`src/rtl/gpp_apb_master.sv`:
```
// gpp_apb_master: request/response front end driving a single APB master with wait timeout and counters
module gpp_apb_master #(
   parameter int unsigned TIMEOUT_CYCLES = 256
) (
   input  logic        clk,
   input  logic        rst_n,
   input  logic        req_valid,
   output logic        req_ready,
   input  logic        req_write,
   input  logic [31:0] req_addr,
   input  logic [31:0] req_wdata,
   output logic        rsp_valid,
   input  logic        rsp_ready,
   output logic [31:0] rsp_rdata,
   output logic        rsp_err,
   output logic        rsp_timeout,
   output logic        psel,
   output logic        penable,
   output logic        pwrite,
   output logic [31:0] paddr,
   output logic [31:0] pwdata,
   input  logic [31:0] prdata,
   input  logic        pready,
   input  logic        pslverr,
   output logic [15:0] txn_cnt,
   output logic [15:0] err_cnt
);
   typedef enum logic [1:0] {IDLE, SETUP, ACCESS, RESP} state_t;
   localparam bit          TO_EN     = TIMEOUT_CYCLES != 0;
   localparam logic [15:0] WAIT_LAST = 16'(TIMEOUT_CYCLES - 1);
   state_t      state_q;
   logic [15:0] wait_q;
   logic        tmo_hit;
   logic        acc_done;
   // abort when this ACCESS cycle would be the last one allowed; pready still wins
   always_comb begin
      tmo_hit  = TO_EN && !pready && wait_q == WAIT_LAST;
      acc_done = pready || tmo_hit;
   end
   // transfer FSM with all outputs registered
   always_ff @(posedge clk or negedge rst_n) begin
      if (!rst_n) begin
         state_q     <= IDLE;
         wait_q      <= '0;
         req_ready   <= 1'b0;
         rsp_valid   <= 1'b0;
         rsp_rdata   <= '0;
         rsp_err     <= 1'b0;
         rsp_timeout <= 1'b0;
         psel        <= 1'b0;
         penable     <= 1'b0;
         pwrite      <= 1'b0;
         paddr       <= '0;
         pwdata      <= '0;
         txn_cnt     <= '0;
         err_cnt     <= '0;
      end else begin
         case (state_q)
            IDLE: begin
               if (req_valid && req_ready) begin
                  state_q   <= SETUP;
                  req_ready <= 1'b0;
                  psel      <= 1'b1;
                  pwrite    <= req_write;
                  paddr     <= req_addr & 32'hFFFF_FFFC;
                  pwdata    <= req_write ? req_wdata : 32'h0;
               end else begin
                  req_ready <= 1'b1;
               end
            end
            SETUP: begin
               state_q <= ACCESS;
               penable <= 1'b1;
               wait_q  <= '0;
            end
            ACCESS: begin
               if (acc_done) begin
                  state_q     <= RESP;
                  psel        <= 1'b0;
                  penable     <= 1'b0;
                  rsp_valid   <= 1'b1;
                  rsp_rdata   <= (tmo_hit || pwrite) ? 32'h0 : prdata;
                  rsp_err     <= tmo_hit || pslverr;
                  rsp_timeout <= tmo_hit;
                  txn_cnt     <= txn_cnt + 16'd1;
                  if ((tmo_hit || pslverr) && err_cnt != 16'hFFFF) err_cnt <= err_cnt + 16'd1;
               end else begin
                  wait_q <= wait_q + 16'd1;
               end
            end
            RESP: begin
               if (rsp_ready) begin
                  state_q   <= IDLE;
                  rsp_valid <= 1'b0;
                  req_ready <= 1'b1;
               end
            end
            default: state_q <= IDLE;
         endcase
      end
   end
endmodule

```
`config.mk`:
```
export PLATFORM = sky130hd
export DESIGN_NAME = gpp_apb_master
export DESIGN_NICKNAME = d
export VERILOG_FILES = /design/src/rtl/gpp_apb_master.sv
export SDC_FILE = /design/constraint.sdc
export NUM_CORES = 1
export LEC_CHECK = 0
export CAP_MARGIN = 30
export CORE_ASPECT_RATIO = 1.2
export CORE_MARGIN = 3
export CORE_UTILIZATION = 39
export CTS_CLUSTER_DIAMETER = 200
export DETAILED_ROUTE_END_ITERATION = 16
export GPL_TIMING_DRIVEN = 0
export PLACE_DENSITY = 0.72
export SLEW_MARGIN = 0
export SYNTH_ARGS = -nofsm -noshare
export SYNTH_HDL_FRONTEND = slang
export SYNTH_SLANG_ARGS = --single-unit
```
`constraint.sdc`:
```
create_clock -name clk -period 4.9 [get_ports clk]
set_clock_uncertainty 0.15 [all_clocks]
set_input_delay 0.49 -clock clk [delete_from_list [all_inputs] [get_ports clk]]
set_output_delay 0.49 -clock clk [all_outputs]
set_load 0.01 [all_outputs]
```
==> results.cfg, run 1 <==
[cells_and_area]
fillers = 1313
area_growth_pct = 50.3
final_cell_count_no_fill = 1033
finish.utilization_pct = 60.3
final_cell_mix = 231 x clkdlybuf4s50_1, 151 x dfrtp_1, 97 x nand2_1
layout-drive-gt1-share_pct = 9.70
layout_commonest_cell = clkdlybuf4s50_1
nNetsFinal = 923
n_antenna_cell = 0
final_area_sq_um = 9510

[global_route]
grt.total_usage_pct = 19.6
grt_pass1_wl_um = 27800
overflow = 0
grt_pass1_vias = 5430
grt_max_degree = 95
antenna_found_initial = 0

[drt]
vias = 5269
routedWlPerCell_um = 16.8
firstDrtPassIters = 4
wl_um = 17300
drt_iter0_drc = 372
viasPerCell = 5.10
drc_errors = 0
ant_nets = 0

[die]
die_y_um = 146
io_pins = 238
num_rows = 50
start_util_pct = 40.1
dieArea_sq_um = 17800
floorplan.core_area_sq_um = 15800
die-width_um = 122

[power_and_ir_drop]
clkPwrFrac_pct = 23.3
power.density_nw_per_um2 = 556
leakagePower_nw = 4.11
p_int_w = 0.00360
pwr-share-seq_pct = 37.8
switchingPower_w = 0.00169
power_frac_comb_pct = 39.0
power_w = 0.00529
swShare_pct = 31.9
ir_drop_v = 0.000267

[sta]
worst_slew_pin_slew_ns = 0.822
slew_headroom_pct = 44.7
fin_crit_ns = 3.03
rsz0062_at_grt = false
finalCritPeriodShare_pct = 61.9
slew_viol_final = 0
setup_viol = 0
hold_viol = 0
max_freq_mhz = 330

[setup_path]
worstPathArrival_ns = 3.23
worstPathRequired_ns = 5.09
slowest_delay_ns = 0.73
path_buf_inv = 1
worstPathMaxFanout = 10
critPathKind = reg -> reg
endpoint_kind = flop
ff2ff_setup_slack_ns = 1.87
cp_cell_sequence = or4_4 -> nor4_1 -> o21ai_1 -> buf_2 -> nor4b_1 -> xor2_1
crit_path_top_delay_cell = nor4_1
cp_top_family = simple AND/OR/NAND/NOR gates
cp-start-kind = flop

[logic_synthesis]
synthFlopType = dfrtp_1
synthArstFlopShare_pct = 100
synth_cells = 559
synth_cell_type_count = 48
avgSynthCellArea_sq_um = 11.3
ys_warn_count = 0
synth_edf_count = 0
netlist_area_sq_um = 6320
ys_seq_elements = 151
synth-seq-area-share_pct = 59.7

[placed_design]
placed_area_sq_um = 8940
port_buffers = 232
dp.cells = 1001
gp_congestion = 0.870
dpl.hpwl_um = 12800

[clock_tree]
cts_buffers = 17
clockBufferDepth = 2
clock_sinks = 151
cts-root-buf = clkbuf_16
htree_levels = 4
insertion_delay_ns = 0.42
cts_tree = yes
clkSlewWorstSetupHoldPaths_ns = 0.06

[job]
drv_cap = 0

[hold_path]
hp-class = in -> reg

[status]
outcome = finished clean
-- power groups by stage --
stage | Clock [W] | Combinational, W | Sequential, W
finish | 0.00123 | 0.00206 | 0.00200
global route | 0.00132 | 0.00223 | 0.00206
CTS | 0.00126 | 0.00209 | 0.00200
detailed placement | 0 | 0.00208 | 0.00201
global placement | 0 | 0.00203 | 0.00199
floorplan | 0 | 0.000695 | 0.00217
-- layer usage --
metal	part of all wire, %	GRT usage (%)	vias to the layer above
li1	-	-	2470
met1	40	24.1	2583
met2	50	32.7	196
met3	8.3	5.68	20
met4	1.6	6.89	0
met5	0	0	-
-- path summary, 6_finish.rpt --
check	from	end	cells after the start
worst max-delay path	wait_q[12]$_DFFE_PN0P_	err_cnt[7]$_DFFE_PN0P_	6
worst min-delay path	req_write	pwdata[0]$_DFFE_PN0P_	3
worst max register to register	wait_q[12]$_DFFE_PN0P_	err_cnt[7]$_DFFE_PN0P_	6
worst min register to register	txn_cnt[15]$_DFFE_PN0P_	txn_cnt[15]$_DFFE_PN0P_	1
max in group asynchronous	rst_n	wait_q[4]$_DFFE_PN0P_	3
min in group asynchronous	rst_n	pwdata[14]$_DFFE_PN0P_	2
-- worst reg2reg max path, stage by stage, from the launching register on --
cell	delay [ns]
dfrtp_1	0.42
or4_4	0.57
nor4_1	0.73
o21ai_1	0.27
buf_2	0.25
nor4b_1	0.39
xor2_1	0.18
-- cell families after synthesis --
family	synth area share [%]
AO/OA/AOI/OAI	10.3
XOR/XNOR	4.71
adder cells (fa/ha/maj)	1.38
buffers and inverters	2.57
flip-flops	59.7
multiplexers	6.63
other	0.0593
AND/OR/NAND/NOR	14.6
-- registers in the layout (all words and copies together), names as in the netlist, 2 cells and up --
| register | flops |
|---|---|
| txn_cnt | 16 |
| pwdata | 32 |
| rsp_rdata | 32 |
| state_q | 2 |
| err_cnt | 16 |
| wait_q | 16 |
| paddr | 30 |
-- synthesized netlist by cell type (all sizes together) (2+ instances only) --
master | instances | area, sq um
xor2 | 23 | 201
mux2 | 36 | 409
nor3 | 11 | 55.1
nand2b | 2 | 12.5
a22o | 33 | 289
nand2 | 97 | 364
clkbuf | 19 | 71.3
ha | 7 | 87.6
or4 | 4 | 37.5
nand4 | 12 | 75.1
and4 | 2 | 17.5
and2 | 2 | 15.0
nor4 | 9 | 56.3
nor2 | 21 | 78.8
dfrtp | 151 | 3780
o32a | 2 | 21.3
o21ai | 43 | 215
xnor2 | 11 | 96.3
nor4b | 2 | 17.5
and3 | 5 | 32.5
a21oi | 9 | 45.0
buf | 7 | 50.0
inv | 11 | 41.3
nand3 | 23 | 115
or3 | 4 | 25.0
-- stage by stage --
step	worst slack, ns	setup TNS (ns)	hold slack (ns)
after detailed placement	1.89	0	0.320
final	1.87	0	0.313
after floorplan	2.27	0	0.0444
after CTS	1.86	0	0.294
after global routing	1.67	0	0.322
after global placement	-2.72	-408.36	0.309
-- timing repair --
action	4_1_cts	5_1_grt
gates resized for setup	0	0
setup endpoints to repair	0	0
buffers inserted	0	0
hold endpoints to repair	57	0
hold buffers	1	0
-- layout make-up --
type	instances	area (sq um)	area share, %
buffer	26	121	1.28
clock buffer	21	460	4.84
clock inverter	10	96.3	1.01
inverter	11	41.3	0.434
multi-input combinational	372	2390	25.1
sequential	151	3780	39.7
tap	208	260	2.74
timing repair buffer	234	2360	24.8
No activity file was read; power rests on OpenSTA's default activity.
==> run 2: changes to the inputs <==
- PLACE_DENSITY: 0.72 -> 0.75
- clock period: 4.9 -> 2.4 ns (I/O delays scaled with it)
==> run 2 against run 1 <==
Against the previous run: the run now ends with setup timing left; sequential power grew 100%; utilization rose by 3.6 points; sequential cell count is the same; clock power rose by 110%.
==> results.cfg, run 2 (synthesis gave the netlist of run 1 again) <==
[status]
outcome = complete, but fails checks
violations = setup timing

[cells_and_area]
finish.utilization_pct = 63.9
nNetsFinal = 946
layout-drive-gt1-share_pct = 17.1
final_cell_count_no_fill = 1056
fillers = 1246
largest_registers = pwdata x32, rsp_rdata x32, paddr x30
layout_commonest_cell = clkdlybuf4s50_1
area_growth_pct = 59.3
final_cell_mix = 231 x clkdlybuf4s50_1, 148 x dfrtp_1, 96 x nand2_1
n_antenna_cell = 0

[power_and_ir_drop]
leakagePower_nw = 4.34
power_w = 0.0111
power_frac_comb_pct = 40.0
power.density_nw_per_um2 = 1100
clkPwrFrac_pct = 23.5
pwr-share-seq_pct = 36.4
ir_drop_v = 0.000730
p_int_w = 0.00761
swShare_pct = 31.5
switchingPower_w = 0.00351

[sta]
slew_headroom_pct = 41.2
max_freq_mhz = 398
slew_viol_final = 0
hold_viol = 0
rsz0062_at_grt = true
setup_viol = 18
fin_crit_ns = 2.52
worst_slew_pin_slew_ns = 0.882
whs_ns = 0.0412
timing.final.ws_setup_ns = -0.115
finalCritPeriodShare_pct = 105

[setup_path]
endpoint_kind = flop
r2r_start = wait_q[10]$_DFFE_PN0P_
ff2ff_setup_slack_ns = -0.12
worstPathArrival_ns = 2.66
path_buf_inv = 3
worstPathRequired_ns = 2.55
timing.rr.end = err_cnt[12]$_DFFE_PN0P_
cp-start-kind = flop
worst_r2r_path_depth = 8
slowest_delay_ns = 0.55
worstPathMaxFanout = 5
critPathKind = reg -> reg
crit_path_top_delay_cell = or4_4
cp_common_cell = buf_6
cp_top_family = simple AND/OR/NAND/NOR gates
cp_cell_sequence = or4_4 -> buf_6 -> buf_6 -> nor4_4 -> buf_6 -> o21ai_4 -> or3_1 -> mux2_2

[clock_tree]
htree_levels = 4
cts-root-buf = clkbuf_16
clkSlewWorstSetupHoldPaths_ns = 0.06
insertion_delay_ns = 0.41
clockBufferDepth = 2
clock_sinks = 151
cts_tree = yes
cts_buffers = 17

[die]
dieArea_sq_um = 17800
die-width_um = 122
die_y_um = 146
io_pins = 238
start_util_pct = 40.1
num_rows = 50
floorplan.core_area_sq_um = 15800

[hold_path]
holdPathEnd = pwdata[1]$_DFFE_PN0P_
min_from = req_write
hp-class = in -> reg
hold_depth = 3

[global_route]
antenna_found_initial = 0
grt_max_degree = 97
overflow = 0
grt.total_usage_pct = 19.6
grt_pass1_vias = 5296
grt_pass1_wl_um = 27800

[drt]
routedWlPerCell_um = 16.8
ant_nets = 0
firstDrtPassIters = 4
wl_um = 17700
drc_errors = 0
vias = 5386
drt_iter0_drc = 326
viasPerCell = 5.10

[placed_design]
gp_congestion = 0.812
place_ws_ns = -0.550
dpl.hpwl_um = 12200
dp.cells = 1001
port_buffers = 232

[job]
drv_cap = 0
[run 2: area by class of cell]
cell class	count	area, sq um	area share [%]
repair buffers	259	2600	25.8
flip-flops and latches	151	3780	37.5
clock inverters	10	120	1.19
plain buffers	24	151	1.50
multi-input cells	372	2660	26.4
well taps	208	260	2.58
clock buffers	21	460	4.57
inverters	11	41.3	0.410
[run 2: routing by layer]
metal	share of wire, %	GRT usage (%)
met3	8.0	6.18
met5	0	0
met2	49	32.5
met4	1.7	6.33
met1	41	24.4
[run 2: worst max path at each step]
stage | startpoint | to | cells past startpoint
after CTS | wait_q[10]$_DFFE_PN0P_ | err_cnt[15]$_DFFE_PN0P_ | 6
after detailed placement | wait_q[12]$_DFFE_PN0P_ | rsp_rdata[7]$_DFFE_PN0P_ | 6
after floorplan | wait_q[12]$_DFFE_PN0P_ | state_q[1]$_DFFE_PN0P_ | 7
after global placement | rst_n | err_cnt[15]$_DFFE_PN0P_ | 1
final | wait_q[10]$_DFFE_PN0P_ | err_cnt[12]$_DFFE_PN0P_ | 8
after global routing | wait_q[9]$_DFFE_PN0P_ | err_cnt[12]$_DFFE_PN0P_ | 7
[run 2: worst register-to-register path, delay by kind of cell (launching register included)]
kind	cells	cell delay, ns
AND/OR/NAND/NOR	3	1.08
buffers and inverters	3	0.41
flip-flops	1	0.40
multiplexers	1	0.27
AO/OA/AOI/OAI	1	0.08
[run 2: stage by stage]
stage          setup TNS [ns]  cell area [sq um]
2_1_floorplan          -0.434               6350
3_3_place_gp          -808.69               8930
3_5_place_dp           -23.84               8960
4_1_cts                -0.566               9890
5_1_grt                 -3.17              10100
6_report               -0.703              10100
[run 2: power groups by stage]
| stage | logic (W) | registers, W | clock network, W |
|---|---|---|---|
| global route | 0.00479 | 0.00417 | 0.00280 |
| finish | 0.00445 | 0.00405 | 0.00262 |
| CTS | 0.00441 | 0.00404 | 0.00268 |
| floorplan | 0.00144 | 0.00443 | 0 |
| detailed placement | 0.00425 | 0.00407 | 0 |
| global placement | 0.00418 | 0.00405 | 0 |
[run 2: timing repair]
| action | 4_1_cts | 5_1_grt |
|---|---|---|
| endpoints found under the hold margin | 95 | 0 |
| gates cloned | 3 | 1 |
| gates resized for setup | 42 | 33 |
| pin swaps | 23 | 14 |
| hold buffers | 1 | 0 |
| endpoints found under the setup margin | 75 | 100 |
| buffers inserted | 16 | 5 |
==> run 3: changes to the inputs <==
- GPL_TIMING_DRIVEN: 0 -> default
- PLACE_DENSITY: 0.75 -> 0.87
==> run 3 against run 2 <==
Against the previous run: the flow still finishes with violations (setup timing); routed wire length decreased by 0.91%; sequential cell count unchanged; total power increased by 0.24%; maximum frequency increased by 0.19%; global-route usage about the same; non-clock buffer count decreased by 10; setup slack improved by 0.0048 ns; critical endpoint unchanged; final cell count decreased by 0.85%; first-iteration DRC count decreased by 19%; clock power about the same; sequential share of layout area increased by 0.30 points; register-to-register slack about the same.
==> results.cfg, run 3 (synthesis gave the netlist of run 1 again) <==
[status]
outcome = complete, but fails checks
violations = setup timing

[setup_path]
worstPathRequired_ns = 2.55
critPathKind = reg -> reg
ff2ff_setup_slack_ns = -0.11
timing.rr.end = err_cnt[12]$_DFFE_PN0P_
endpoint_kind = flop
worstPathArrival_ns = 2.66
worst_r2r_path_depth = 6
critical_path.startpoint = wait_q[11]$_DFFE_PN0P_
worstPathMaxFanout = 8
endpoint = err_cnt[12]$_DFFE_PN0P_
r2r_start = wait_q[11]$_DFFE_PN0P_
cp-start-kind = flop

[placed_design]
placed_area_sq_um = 9200
dpl.hpwl_um = 12400
port_buffers = 233
gp_congestion = 0.857
place_ws_ns = -0.180

[sta]
hold_viol = 0
rsz0062_at_grt = true
whs_ns = 0.200
max_freq_mhz = 398
timing.final.ws_setup_ns = -0.110
fin_crit_ns = 2.51
setup_viol = 6
fin_setup_tns_ns = -0.366
slew_viol_final = 0
finalCritPeriodShare_pct = 105
worst_slew_pin_slew_ns = 0.556
slew_headroom_pct = 62.6

[cells_and_area]
n_antenna_cell = 0
layout_commonest_cell = clkdlybuf4s50_1
largest_registers = pwdata x32, rsp_rdata x32, paddr x30
fillers = 1195
nNetsFinal = 936
area_growth_pct = 57.9
final_area_sq_um = 9990
layout-drive-gt1-share_pct = 16.3
final_cell_mix = 232 x clkdlybuf4s50_1, 151 x dfrtp_1, 96 x nand2_1

[drt]
drt_iter0_drc = 264
vias = 5282
firstDrtPassIters = 4
ant_nets = 0
wl_um = 17600
drc_errors = 0
routedWlPerCell_um = 16.8
viasPerCell = 5.04

[clock_tree]
cts_buffers = 17
clkSlewWorstSetupHoldPaths_ns = 0.06
cts-root-buf = clkbuf_16
htree_levels = 4
cts_tree = yes
clock_sinks = 151
clockBufferDepth = 2
insertion_delay_ns = 0.41

[global_route]
grt_max_degree = 97
overflow = 0
grt_pass1_vias = 5472
grt.total_usage_pct = 19.7
grt_pass1_wl_um = 27900
antenna_found_initial = 0

[job]
drv_cap = 0

[die]
dieArea_sq_um = 17800
io_pins = 238
floorplan.core_area_sq_um = 15800
start_util_pct = 40.1
num_rows = 50
die_y_um = 146
die-width_um = 122

[hold_path]
hp-class = in -> async

[power_and_ir_drop]
leakagePower_nw = 4.36
power.density_nw_per_um2 = 1120
ir_drop_v = 0.000593
-- run 3: cell count changes in the layout (fill, tap and decap cells not counted), moves of 3 or more --
cell / before / now
buf_6: 11 / 1
buf_4: 14 / 32
buf_12: 0 / 7
nor3_2: 7 / 3
dfrtp_1: 148 / 151
dfrtp_2: 3 / 0
clkbuf_1: 16 / 2
nor3_1: 3 / 8
-- run 3: through the flow --
step           total power, W  utilization, %  cells
2_1_floorplan         0.00587               -    560
3_3_place_gp          0.00835            58.4   1012
3_5_place_dp          0.00849            58.4   1012
4_1_cts                0.0112            62.8   1047
5_1_grt                0.0118            63.4   1047
6_report               0.0111            63.4   1047
-- run 3: critical path, stage by stage (launching register included) --
cell and delay, ns:
dfrtp_1 0.39, or4_4 0.57, nor4_4 0.29, buf_4 0.18
o21ai_4 0.09, or3_4 0.41, mux2_4 0.31
-- run 3: final cells by class --
| type | instances | area, sq um | area share [%] |
|---|---|---|---|
| clock buffers | 22 | 474 | 4.75 |
| clock inverters | 10 | 120 | 1.20 |
| inverters | 11 | 41.3 | 0.413 |
| multi-input cells | 372 | 2590 | 25.9 |
| flip-flops and latches | 151 | 3780 | 37.8 |
| well taps | 208 | 260 | 2.61 |
| repair buffers | 273 | 2720 | 27.3 |
-- run 3: how the worst min path moves through the flow --
stage,slack (ns),cells after the start,start,end
floorplan,-0.21,0,rst_n,err_cnt[0]$_DFFE_PN0P_
global placement,0.07,1,rst_n,pwdata[0]$_DFFE_PN0P_
detailed placement,0.07,1,rst_n,paddr[31]$_DFFE_PN0P_
CTS,0.20,2,rst_n,paddr[2]$_DFFE_PN0P_
global route,0.22,3,req_wdata[25],pwdata[25]$_DFFE_PN0P_
finish,0.20,2,rst_n,pwdata[1]$_DFFE_PN0P_
-- run 3: timing repair --
action                                  4_1_cts  5_1_grt
pin swaps                                     9       11
endpoints found under the setup margin       15       32
hold buffers                                  1        0
resized for setup                            12       16
buffers inserted                              2        1
gates cloned                                  0        0
hold endpoints to repair                     47        0
-- run 3: where the power goes --
part / switching, W / internal, W / total (W)
logic: 0.00186 / 0.00260 / 0.00446
clock network: 0.00103 / 0.00162 / 0.00264
registers: 0.000588 / 0.00346 / 0.00405
total: 0.00347 / 0.00768 / 0.0111
-- run 3: layer usage --
layer / share of wire, % / global-route usage (%)
met1: 39 / 22.5
met3: 8.5 / 6.88
met5: 0 / 0
met2: 50 / 33.8
met4: 2.3 / 7.06
